File: src/rtl/traffic_pkg.sv
// Shared encodings for the traffic phase controller: FSM states and per-phase lamp codes.
package traffic_pkg;

    typedef enum logic [1:0] {
        ST_ALLRED = 2'b00,
        ST_GREEN  = 2'b01,
        ST_YELLOW = 2'b10,
        ST_FLASH  = 2'b11
    } state_t;

    localparam logic [1:0] LAMP_RED    = 2'b00;
    localparam logic [1:0] LAMP_GREEN  = 2'b01;
    localparam logic [1:0] LAMP_YELLOW = 2'b10;
    localparam logic [1:0] LAMP_DARK   = 2'b11;

endpackage

File: src/rtl/traffic_phase_controller_switch_debouncer.sv
// Manual-advance switch conditioning: 2-flop synchroniser, stability counter, one-cycle rise pulse.
module switch_debouncer #(
    parameter int unsigned DEBOUNCE_CYCLES = 8
) (
    input  logic clk,
    input  logic rst_n,
    input  logic sw_async,
    output logic rise
);

    localparam int unsigned CW = (DEBOUNCE_CYCLES > 1) ? $clog2(DEBOUNCE_CYCLES) : 1;

    logic          sync1_q, sync2_q;
    logic          level_q, level_d;
    logic [CW-1:0] cnt_q, cnt_d;
    logic          rise_q, rise_d;

    // Level flips on the DEBOUNCE_CYCLES-th consecutive differing sample; any agreeing sample restarts the count.
    always_comb begin
        level_d = level_q;
        cnt_d   = '0;
        if (sync2_q != level_q) begin
            if (cnt_q == CW'(DEBOUNCE_CYCLES - 1)) begin
                level_d = sync2_q;
            end else begin
                cnt_d = cnt_q + CW'(1);
            end
        end
        rise_d = level_d & ~level_q;
    end

    always_ff @(posedge clk or negedge rst_n) begin
        if (!rst_n) begin
            sync1_q <= 1'b0;
            sync2_q <= 1'b0;
            level_q <= 1'b0;
            cnt_q   <= '0;
            rise_q  <= 1'b0;
        end else begin
            sync1_q <= sw_async;
            sync2_q <= sync1_q;
            level_q <= level_d;
            cnt_q   <= cnt_d;
            rise_q  <= rise_d;
        end
    end

    assign rise = rise_q;

endmodule

File: src/rtl/traffic_phase_controller.sv
// Multi-phase traffic sequencer: GREEN -> YELLOW -> ALL-RED per approach, with manual advance, hold and night flash.
module traffic_phase_controller
    import traffic_pkg::*;
#(
    parameter int unsigned NUM_PHASES      = 4,
    parameter int unsigned CNT_W           = 32,
    parameter int unsigned GREEN_CYCLES    = 100,
    parameter int unsigned YELLOW_CYCLES   = 30,
    parameter int unsigned ALLRED_CYCLES   = 10,
    parameter int unsigned MIN_GREEN       = 20,
    parameter int unsigned FLASH_CYCLES    = 50,
    parameter int unsigned DEBOUNCE_CYCLES = 8
) (
    input  logic                          clk,
    input  logic                          reset,
    input  logic                          switch,
    input  logic                          hold,
    input  logic                          flash_mode,
    output logic [2*NUM_PHASES-1:0]       lights,
    output logic [$clog2(NUM_PHASES)-1:0] phase,
    output logic [1:0]                    state,
    output logic [CNT_W-1:0]              counter,
    output logic                          req_pending
);

    localparam int unsigned PH_W      = $clog2(NUM_PHASES);
    localparam int unsigned EARLY_MAX = (MIN_GREEN < GREEN_CYCLES) ? GREEN_CYCLES - 1 - MIN_GREEN : 0;

    localparam logic [CNT_W-1:0] CNT_GREEN  = CNT_W'(GREEN_CYCLES - 1);
    localparam logic [CNT_W-1:0] CNT_YELLOW = CNT_W'(YELLOW_CYCLES - 1);
    localparam logic [CNT_W-1:0] CNT_ALLRED = CNT_W'(ALLRED_CYCLES - 1);
    localparam logic [CNT_W-1:0] CNT_FLASH  = CNT_W'(FLASH_CYCLES - 1);
    localparam logic [CNT_W-1:0] CNT_EARLY  = CNT_W'(EARLY_MAX);
    localparam logic [PH_W-1:0]  PH_LAST    = PH_W'(NUM_PHASES - 1);

    state_t                  state_q, state_d;
    logic [PH_W-1:0]         phase_q, phase_d;
    logic [CNT_W-1:0]        cnt_q, cnt_d;
    logic                    dark_q, dark_d;
    logic                    req_q, req_d;
    logic [2*NUM_PHASES-1:0] lights_q, lights_d;
    logic                    cnt_zero;
    logic                    clr_req;
    logic                    sw_rise;

    switch_debouncer #(
        .DEBOUNCE_CYCLES(DEBOUNCE_CYCLES)
    ) u_debouncer (
        .clk     (clk),
        .rst_n   (reset),
        .sw_async(switch),
        .rise    (sw_rise)
    );

    assign cnt_zero = (cnt_q == '0);

    // Sequencing; hold freezes everything except the request path.
    always_comb begin
        state_d = state_q;
        phase_d = phase_q;
        cnt_d   = cnt_q;
        dark_d  = dark_q;
        clr_req = 1'b0;
        if (!hold) begin
            case (state_q)
                ST_ALLRED: begin
                    if (!cnt_zero) begin
                        cnt_d = cnt_q - CNT_W'(1);
                    end else if (flash_mode) begin
                        state_d = ST_FLASH;
                        cnt_d   = CNT_FLASH;
                        dark_d  = 1'b0;
                    end else begin
                        state_d = ST_GREEN;
                        cnt_d   = CNT_GREEN;
                    end
                end
                ST_GREEN: begin
                    if (cnt_zero || (req_q && (cnt_q <= CNT_EARLY))) begin
                        state_d = ST_YELLOW;
                        cnt_d   = CNT_YELLOW;
                        clr_req = 1'b1;
                    end else begin
                        cnt_d = cnt_q - CNT_W'(1);
                    end
                end
                ST_YELLOW: begin
                    if (cnt_zero) begin
                        state_d = ST_ALLRED;
                        cnt_d   = CNT_ALLRED;
                        phase_d = (phase_q == PH_LAST) ? '0 : phase_q + PH_W'(1);
                    end else begin
                        cnt_d = cnt_q - CNT_W'(1);
                    end
                end
                ST_FLASH: begin
                    if (!flash_mode) begin
                        state_d = ST_ALLRED;
                        cnt_d   = CNT_ALLRED;
                        phase_d = '0;
                        dark_d  = 1'b0;
                    end else if (cnt_zero) begin
                        cnt_d  = CNT_FLASH;
                        dark_d = ~dark_q;
                    end else begin
                        cnt_d = cnt_q - CNT_W'(1);
                    end
                end
                default: begin
                    state_d = ST_ALLRED;
                    cnt_d   = CNT_ALLRED;
                end
            endcase
        end

        // A fresh debounced edge beats a same-cycle clear, except in FLASH where requests are discarded.
        if (state_q == ST_FLASH) begin
            req_d = 1'b0;
        end else if (sw_rise) begin
            req_d = 1'b1;
        end else if (clr_req) begin
            req_d = 1'b0;
        end else begin
            req_d = req_q;
        end

        lights_d = '0;
        for (int p = 0; p < int'(NUM_PHASES); p++) begin
            if (state_d == ST_FLASH) begin
                lights_d[2*p +: 2] = dark_d ? LAMP_DARK : LAMP_YELLOW;
            end else if ((state_d == ST_GREEN) && (PH_W'(p) == phase_d)) begin
                lights_d[2*p +: 2] = LAMP_GREEN;
            end else if ((state_d == ST_YELLOW) && (PH_W'(p) == phase_d)) begin
                lights_d[2*p +: 2] = LAMP_YELLOW;
            end
        end
    end

    always_ff @(posedge clk or negedge reset) begin
        if (!reset) begin
            state_q  <= ST_ALLRED;
            phase_q  <= '0;
            cnt_q    <= CNT_ALLRED;
            dark_q   <= 1'b0;
            req_q    <= 1'b0;
            lights_q <= '0;
        end else begin
            state_q  <= state_d;
            phase_q  <= phase_d;
            cnt_q    <= cnt_d;
            dark_q   <= dark_d;
            req_q    <= req_d;
            lights_q <= lights_d;
        end
    end

    assign lights      = lights_q;
    assign phase       = phase_q;
    assign state       = state_q;
    assign counter     = cnt_q;
    assign req_pending = req_q;

endmodule

File: config.mk
export PLATFORM = sky130hd
export DESIGN_NAME = traffic_phase_controller
export DESIGN_NICKNAME = d
export VERILOG_FILES = /design/src/rtl/traffic_pkg.sv /design/src/rtl/traffic_phase_controller_switch_debouncer.sv /design/src/rtl/traffic_phase_controller.sv
export SDC_FILE = /design/constraint.sdc
export NUM_CORES = 1
export LEC_CHECK = 0
export CAP_MARGIN = 5
export CORE_ASPECT_RATIO = 1.2
export CORE_UTILIZATION = 50
export CTS_CLUSTER_DIAMETER = 100
export DETAILED_ROUTE_END_ITERATION = 7
export PLACE_DENSITY = 0.86
export SLEW_MARGIN = 20
export SYNTH_ARGS = -nofsm -noshare
export SYNTH_HDL_FRONTEND = slang
export SYNTH_SLANG_ARGS = --single-unit
File: constraint.sdc
create_clock -name clk -period 4.5 [get_ports clk]
set_input_delay 1.125 -clock clk [delete_from_list [all_inputs] [get_ports clk]]
set_output_delay 1.125 -clock clk [all_outputs]
set_load 0.02 [all_outputs]
==> results_dict.tcl, run 1 <==
set metrics [dict create \
    synth_warnings 0 \
    vias_per_cell 5.72 \
    place.gp.congestion 0.929 \
    r2r_start "counter[16]" \
    mostFrequentLayoutCells "51 x dfrtp_1, 50 x nor2_1, 48 x clkdlybuf4s50_1, 16 x nand2_1, 15 x xnor2_1" \
    portBuffers 49 \
    antenna_found_initial 0 \
    die-area_mm2 0.00613 \
    drv_cap 0 \
    max_freq_mhz 304 \
    grt_setup_unrepaired "false" \
    wl_mm 6.05 \
    nNetsFinal 361 \
    grtUsageMet3 0.0294 \
    vias 2355 \
    crit_fanout 23 \
    min_from "u_debouncer.sync1_q" \
    grt.met1_usage 0.297 \
    syn_to_final_growth_pct 21.1 \
    core_region_area_mm2 0.00563 \
    synth_area_leaders "dfrtp_1 44%, nor2_1 6.5%, xnor2_1 4.5%" \
    crit_path_start "counter[16]" \
    clk_path_buf_depth 2 \
    synth_nets 315 \
    pin_count 50 \
    critical_path.startpoint_type "register" \
    yosysSeqAreaShare 0.457 \
    worstPathRequired_ns 4.66 \
    wire_per_inst_um 14.7 \
    post_cts_resized 0 \
    layout_commonest_cell "dfrtp_1" \
    num_antenna_cells 0 \
    grtUsageMet2 0.354 \
    busiest_layer "met2" \
    post-route-min-period_ns 3.29 \
    grt_pass1_vias 2213 \
    drt-initial-drc-count 289 \
    h-tree-depth 2 \
    dp_hpwl_mm 4.33 \
    skew_ns 0.00639 \
    worstPathArrival_ns 3.45 \
    worstHoldPathType "reg -> reg" \
    final_hold_viol_count 0 \
    setup_tns_ns 0 \
    cts_num_sinks 53 \
    async_reset_ff_frac 1.00 \
    pwr_density_cell_mw_per_mm2 686 \
    fp-row-count 30 \
    ys_seq_elements 53 \
    layout-drive-gt1-share 0.0862 \
    clk_latency_ns 0.31 \
    fin_hold_ws_ns 0.366 \
    end_kind "register" \
    cts_tree "yes" \
    path_class "reg -> reg" \
    firstDrtPassIters 5 \
    start_util 0.516 \
    hold_buffers 0 \
    peakVddDrop_uv 389 \
    overflow 0 \
    grt_use_total 0.214 \
    synth_flop_cell "dfrtp_1" \
    synthCells 301 \
    tightestPinTransition_ns 0.774 \
    post-cts-setup-buffer-count 0 \
    grt_pass1_wl_mm 10.5 \
    synth_edf_count 0 \
    ys_types 59 \
    syn_area_per_cell_um2 9.66 \
    syn-cell-area_mm2 0.00291 \
    grt_max_degree 54 \
    power_leakage_nw 1.62 \
    synth_area_leader_cell "dfrtp_1" \
    clock-root-buffer "clkbuf_8" \
    drcViolationCount 0 \
    fin_crit_sh 0.731 \
    finalMaxSlewViolations 0 \
    status "completed" \
    setup_viol 0 \
    dieWidth_um 71.6 \
    slew_headroom 0.484 \
    cts_made_buffers 5 \
    synth_top_area_share 0.439 \
    postRouteAntennaNets 0 \
    clk_pin_slew_ns 0.10 \
    die_h_um 85.5 \
]
## flip-flops by register name (all words and copies together), names as in the netlist
name                 cells
u_debouncer.level_q      1
u_debouncer.rise         1
u_debouncer.cnt_q        3
dark_q                   1
phase                    2
lights                   8
state                    2
req_pending              1
u_debouncer.sync2_q      1
u_debouncer.sync1_q      1
counter                 32
## synthesized netlist by cell type (all sizes together), types with 3 or more instances
cell / n
nor2b: 5
nor4: 3
o21ai: 14
buf: 5
and3: 3
dfrtp: 51
nor2: 50
nand2: 17
nand3: 4
clkbuf: 7
inv: 13
o41ai: 3
and2: 3
a21oi: 14
nand2b: 7
a21o: 4
or4: 5
or3: 7
or2: 3
nor3: 14
xor2: 7
ha: 9
mux2i: 4
xnor2: 15
## area by class of cell
type | instances | area [µm²]
Tap cell | 64 | 80.1
Fill cell | 444 | 2110
Clock inverter | 2 | 13.8
Clock buffer | 6 | 82.6
Timing Repair Buffer | 51 | 500
Multi-Input combinational cell | 223 | 1470
Sequential cell | 53 | 1330
Inverter | 13 | 48.8
## power by group
| part | leakage (nW) | switching, W | total, W | internal, W |
|---|---|---|---|---|
| clock | 0.0512 | 0.000158 | 0.000283 | 0.000125 |
| sequential | 0.703 | 0.000174 | 0.000803 | 0.000629 |
| combinational | 0.865 | 0.000747 | 0.00133 | 0.000583 |
## cell families after synthesis
family | after synthesis | share of synthesized area
xor+xnor | 22 | 0.0663
compound gates | 59 | 0.148
buf+inv | 25 | 0.0383
flops | 53 | 0.457
mux | 4 | 0.0138
simple gates | 129 | 0.238
fa+ha+maj | 9 | 0.0387
## critical path, stage by stage, from the launching register on
cell and delay [ns]:
dfrtp_1 0.46, or4_1 0.70, nor4_4 0.41, and3_1 0.46, o22a_1 0.30, and2b_1 0.67, nor2_1 0.13
## metrics by stage
stage                     std cells   util  cell area (µm²)  total power (W)  worst slack (ns)
after global routing            412  0.626             3520          0.00259             0.957
final                           412  0.626             3520          0.00242              1.21
after global placement          404  0.608             3430          0.00209              1.11
after detailed placement        404  0.608             3430          0.00213              1.07
after CTS                       412  0.626             3520          0.00241              1.23
after floorplan                 301      -             2910          0.00170              1.76
## path summary, 6_finish.rpt
check                                 endpoint  slack, ns  cells past startpoint
max reg2reg                        counter[28]       1.21                      6
min reg2reg                u_debouncer.sync2_q       0.37                      0
max in group asynchronous          counter[28]       3.13                      2
min                        u_debouncer.sync2_q       0.37                      0
min in group asynchronous           counter[1]       0.92                      2
max                                counter[28]       1.21                      6
## metal layers
metal	wire length [µm]	vias to the layer above	part of all wire
met4	62	0	0.010
met1	2810	1152	0.46
met2	3010	50	0.50
met3	162	5	0.027
li1	-	1148	-
met5	0	-	0
Power figures use the tool's default switching activity.
==> inputs of run 2 (changes only) <==
Clock period 4.5 ns to 3.15 ns, I/O delays scaled along.
==> run 2 against run 1 <==
Cell area rose by 2.0%. Die area unchanged. Sequential share of layout area decreased by 0.74 points. Core utilization rose by 1.2 points. Critical path depth up 1. Non-clock buffer count grew 5. Critical endpoint is now lights[4]. Largest cell class unchanged.
==> results_dict.tcl, run 2 (synthesized netlist as in run 1, its figures left out) <==
set metrics [dict create \
    p_int_w 0.00201 \
    worstPathArrival_ns 3.05 \
    drv_cap 0 \
    overflow 0 \
    p_seq_frac 0.322 \
    status "completed" \
    grt_use_total 0.216 \
    die_h_um 85.5 \
    peakVddDrop_uv 497 \
    grt_pass1_vias 2295 \
    critical_path.startpoint_type "register" \
    post-cts-setup-buffer-count 0 \
    end_kind "register" \
    firstDrtPassIters 4 \
    p_sw_w 0.00154 \
    power_frac_comb 0.540 \
    place_inst 409 \
    drcViolationCount 0 \
    slew_headroom 0.562 \
    cts_made_buffers 5 \
    vias 2397 \
    crit_fanout 8 \
    nNetsFinal 366 \
    min_from "u_debouncer.sync1_q" \
    max_freq_mhz 351 \
    mostFrequentLayoutCells "51 x dfrtp_1, 50 x nor2_1, 48 x clkdlybuf4s50_1, 16 x nand2_1, 15 x xnor2_1" \
    setup_tns_ns 0 \
    swShare 0.435 \
    largest_register_ffs 32 \
    drt-initial-drc-count 256 \
    start_util 0.516 \
    finish.utilization 0.638 \
    h-tree-depth 2 \
    syn_to_final_growth_pct 23.5 \
    tightestPinTransition_ns 0.657 \
    post-route-min-period_ns 2.85 \
    worstHoldPathType "reg -> reg" \
    finalMaxSlewViolations 0 \
    clk_pin_slew_ns 0.10 \
    worstPathRequired_ns 3.35 \
    layout_commonest_cell "dfrtp_1" \
    pwr_density_cell_mw_per_mm2 989 \
    clk_path_buf_depth 2 \
    postRouteAntennaNets 0 \
    place.gp.congestion 0.908 \
    path_class "reg -> reg" \
    nFillCells 443 \
    die-area_mm2 0.00613 \
    grt_pass1_wl_mm 10.6 \
    clk_latency_ns 0.31 \
    clockPowerShare 0.138 \
    cts_tree "yes" \
    grt_setup_unrepaired "false" \
    power_leakage_nw 1.65 \
    fp-row-count 30 \
    clock-root-buffer "clkbuf_8" \
    layout-drive-gt1-share 0.0963 \
    crit_path_start "counter[16]" \
    grt_max_degree 54 \
    cts_num_sinks 53 \
    portBuffers 49 \
    vias_per_cell 5.75 \
    wire_per_inst_um 14.8 \
    fin_crit_sh 0.905 \
    dieWidth_um 71.6 \
    dp_hpwl_mm 4.30 \
    post_cts_resized 0 \
    setup_viol 0 \
    hold_buffers 0 \
    instances_no_fill 417 \
    num_antenna_cells 0 \
    final_hold_viol_count 0 \
    antenna_found_initial 0 \
    pin_count 50 \
    wl_mm 6.18 \
    r2r_start "counter[16]" \
    skew_ns 0.00773 \
    core_region_area_mm2 0.00563 \
]
## run 2: cell count changes in the layout (fill, tap and decap cells not counted)
cell and delta:
bufinv_16 +1, buf_4 +4, buf_12 +1, clkinv_4 -1, clkinv_2 -1, clkbuf_1 +1
## run 2: metrics by stage
stage	instance area (µm²)	worst slack [ns]	power, W	hold slack (ns)
after floorplan	2910	0.552	0.00242	0.331
after global placement	3480	0.326	0.00301	0.334
final	3590	0.298	0.00355	0.375
after global routing	3590	0.183	0.00380	0.390
after detailed placement	3480	0.221	0.00306	0.354
after CTS	3590	0.312	0.00355	0.379
## run 2: per-layer routing
| layer | wire length (µm) | up-vias | GRT usage |
|---|---|---|---|
| li1 | - | 1151 | - |
| met1 | 2750 | 1153 | 0.298 |
| met2 | 3020 | 78 | 0.341 |
| met3 | 288 | 15 | 0.0341 |
| met4 | 128 | 0 | 0.0891 |
| met5 | 0 | - | 0 |
## run 2: final cells by class
| class | instances | area [µm²] | share of cell area |
|---|---|---|---|
| Multi-Input combinational cell | 223 | 1470 | 0.409 |
| Sequential cell | 53 | 1330 | 0.370 |
| Timing Repair Buffer | 56 | 551 | 0.153 |
| Clock buffer | 7 | 86.3 | 0.0240 |
| Tap cell | 64 | 80.1 | 0.0223 |
| Inverter | 13 | 48.8 | 0.0136 |
| Clock inverter | 1 | 30.0 | 0.00836 |
## run 2: path summary, 6_finish.rpt
path                       cells after the start                  end  slack (ns)
setup / recovery                               7            lights[4]        0.30
hold / removal                                 0  u_debouncer.sync2_q        0.38
setup reg to reg                               7            lights[4]        0.30
hold reg to reg                                0  u_debouncer.sync2_q        0.38
max in group asynchronous                      2          counter[23]        2.13
min in group asynchronous                      2           counter[1]        0.59
## run 2: worst max-delay path: stages (launching register included)
cell      delay [ns]
dfrtp_1         0.44
or4_1           0.69
nor4_4          0.42
nand4_2         0.32
o221ai_2        0.31
o311ai_4        0.20
and2_4          0.19
a21o_1          0.18
## run 2: power groups by stage
stage	clock (W)	sequential [W]	combinational, W
final	0.000488	0.00114	0.00192
after global routing	0.000516	0.00118	0.00210
after CTS	0.000486	0.00114	0.00192
after detailed placement	0	0.00116	0.00191
after global placement	0	0.00114	0.00186
after floorplan	0	0.00133	0.00109
==> inputs of run 3 (changes only) <==
Settings changed: CORE_UTILIZATION 50 to 45, PLACE_DENSITY 0.86 to 0.8.
==> run 3 against run 2 <==
Clock power fell by 21%. Worst setup slack improved by 0.0018 ns. Worst hold slack got worse by 0.014 ns. Clock skew barely moved. Largest power group unchanged. Combinational power barely moved. Critical path depth did not move.
==> results_dict.tcl, run 3 (synthesized netlist as in run 1, its figures left out) <==
set metrics [dict create \
    status "completed" \
    antenna_found_initial 0 \
    grt_pass1_vias 2201 \
    setup_tns_ns 0 \
    drt-initial-drc-count 133 \
    place.gp.congestion 0.852 \
    post_cts_resized 0 \
    max_freq_mhz 351 \
    grt_max_degree 35 \
    cp_top_family "simple AND/OR/NAND/NOR gates" \
    die_h_um 90.1 \
    post-route-min-period_ns 2.85 \
    setup_viol 0 \
    end_kind "register" \
    nFillCells 559 \
    pwr_density_cell_mw_per_mm2 962 \
    clk_pin_slew_ns 0.10 \
    path_class "reg -> reg" \
    num_antenna_cells 0 \
    cts_made_buffers 5 \
    clock-root-buffer "clkbuf_8" \
    layout_commonest_cell "dfrtp_1" \
    grt_setup_unrepaired "false" \
    critPathBufInv 0 \
    finalMaxSlewViolations 0 \
    worstPathArrival_ns 3.05 \
    fin_crit_sh 0.905 \
    drv_cap 0 \
    critical_path.startpoint_type "register" \
    clk_path_buf_depth 2 \
    syn_to_final_growth_pct 23.3 \
    grt_pass1_wl_mm 10.4 \
    start_util 0.474 \
    pin_count 50 \
    h-tree-depth 2 \
    crit_fanout 9 \
    largest_register_ffs 32 \
    dp_hpwl_mm 4.40 \
    hold_buffers 0 \
    drcViolationCount 0 \
    worstHoldPathType "reg -> reg" \
    cts_tree "yes" \
    slew_headroom 0.684 \
    worstPathRequired_ns 3.35 \
    wire_per_inst_um 14.0 \
    clk_latency_ns 0.31 \
    r2r_setup_slack_ns 0.30 \
    cts_num_sinks 53 \
    power_leakage_nw 1.64 \
    vias_per_cell 5.41 \
    fp-row-count 31 \
    core_region_area_mm2 0.00613 \
    firstDrtPassIters 4 \
    tightestPinTransition_ns 0.473 \
    crit_path_max_incr_delay_ns 0.62 \
    overflow 0 \
    die-area_mm2 0.00679 \
    skew_ns 0.00777 \
    vias 2355 \
    crit_path_top_delay_cell "or4_1" \
    postRouteAntennaNets 0 \
    worstPathCellList "or4_1, nor4_4, and3_1, mux2i_1, o21ai_2, nor2b_2, a21o_1" \
    instances_no_fill 435 \
    post-cts-setup-buffer-count 0 \
    portBuffers 49 \
    final_hold_viol_count 0 \
    mostFrequentLayoutCells "51 x dfrtp_1, 50 x nor2_1, 48 x clkdlybuf4s50_1, 16 x nand2_1, 15 x xnor2_1" \
    layout-drive-gt1-share 0.0963 \
    grt_use_total 0.195 \
    place_inst 427 \
    dieWidth_um 75.4 \
    nNetsFinal 366 \
    peakVddDrop_uv 390 \
    wl_mm 6.08 \
]
==> run 3: cell count changes in the layout (fill, tap and decap cells not counted), sizes merged <==
cell	change
bufinv	-1
clkbuf	-1
clkinv	+1
inv	+1
==> run 3: final cells by class <==
type | count | area [µm²] | share of cell area
repair buffers | 56 | 551 | 0.154
inverters | 13 | 48.8 | 0.0136
multi-input cells | 223 | 1470 | 0.409
well taps | 82 | 103 | 0.0286
clock buffers | 6 | 72.6 | 0.0202
clock inverters | 2 | 13.8 | 0.00384
flip-flops and latches | 53 | 1330 | 0.371
==> run 3: routing by layer <==
| layer | part of all wire | GRT usage |
|---|---|---|
| met1 | 0.43 | 0.265 |
| met2 | 0.52 | 0.315 |
| met3 | 0.042 | 0.0314 |
| met4 | 0.0071 | 0.0556 |
| met5 | 0 | 0 |
==> run 3: worst paths after layout <==
| path | from | end | cells after the start |
|---|---|---|---|
| setup / recovery | counter[22] | lights[2] | 7 |
| hold / removal | u_debouncer.sync1_q | u_debouncer.sync2_q | 0 |
| setup reg to reg | counter[22] | lights[2] | 7 |
| hold reg to reg | u_debouncer.sync1_q | u_debouncer.sync2_q | 0 |
| max in group asynchronous | reset | counter[3] | 2 |
| min in group asynchronous | reset | counter[22] | 1 |
==> run 3: through the flow <==
step           power (W)   util  setup slack [ns]  hold slack (ns)  area (µm²)
6_report         0.00345  0.585             0.300            0.361        3580
5_1_grt          0.00370  0.585             0.146            0.371        3580
4_1_cts          0.00347  0.585             0.305            0.368        3580
3_5_place_dp     0.00307  0.571             0.278            0.349        3500
3_3_place_gp     0.00303  0.571             0.313            0.336        3500
2_1_floorplan    0.00242      -             0.552            0.331        2910
==> run 3: worst reg2reg max path, cell delays in order (launching register included) <==
cell	delay, ns
dfrtp_1	0.43
or4_1	0.62
nor4_4	0.47
and3_1	0.47
mux2i_1	0.28
o21ai_2	0.12
nor2b_2	0.17
a21o_1	0.18
==> run 3: power by group <==
group / internal, W / switching (W) / leakage (nW)
combinational: 0.000861 / 0.00106 / 0.893
sequential: 0.000899 / 0.000243 / 0.703
clock: 0.000159 / 0.000228 / 0.0456
total: 0.00192 / 0.00153 / 1.64
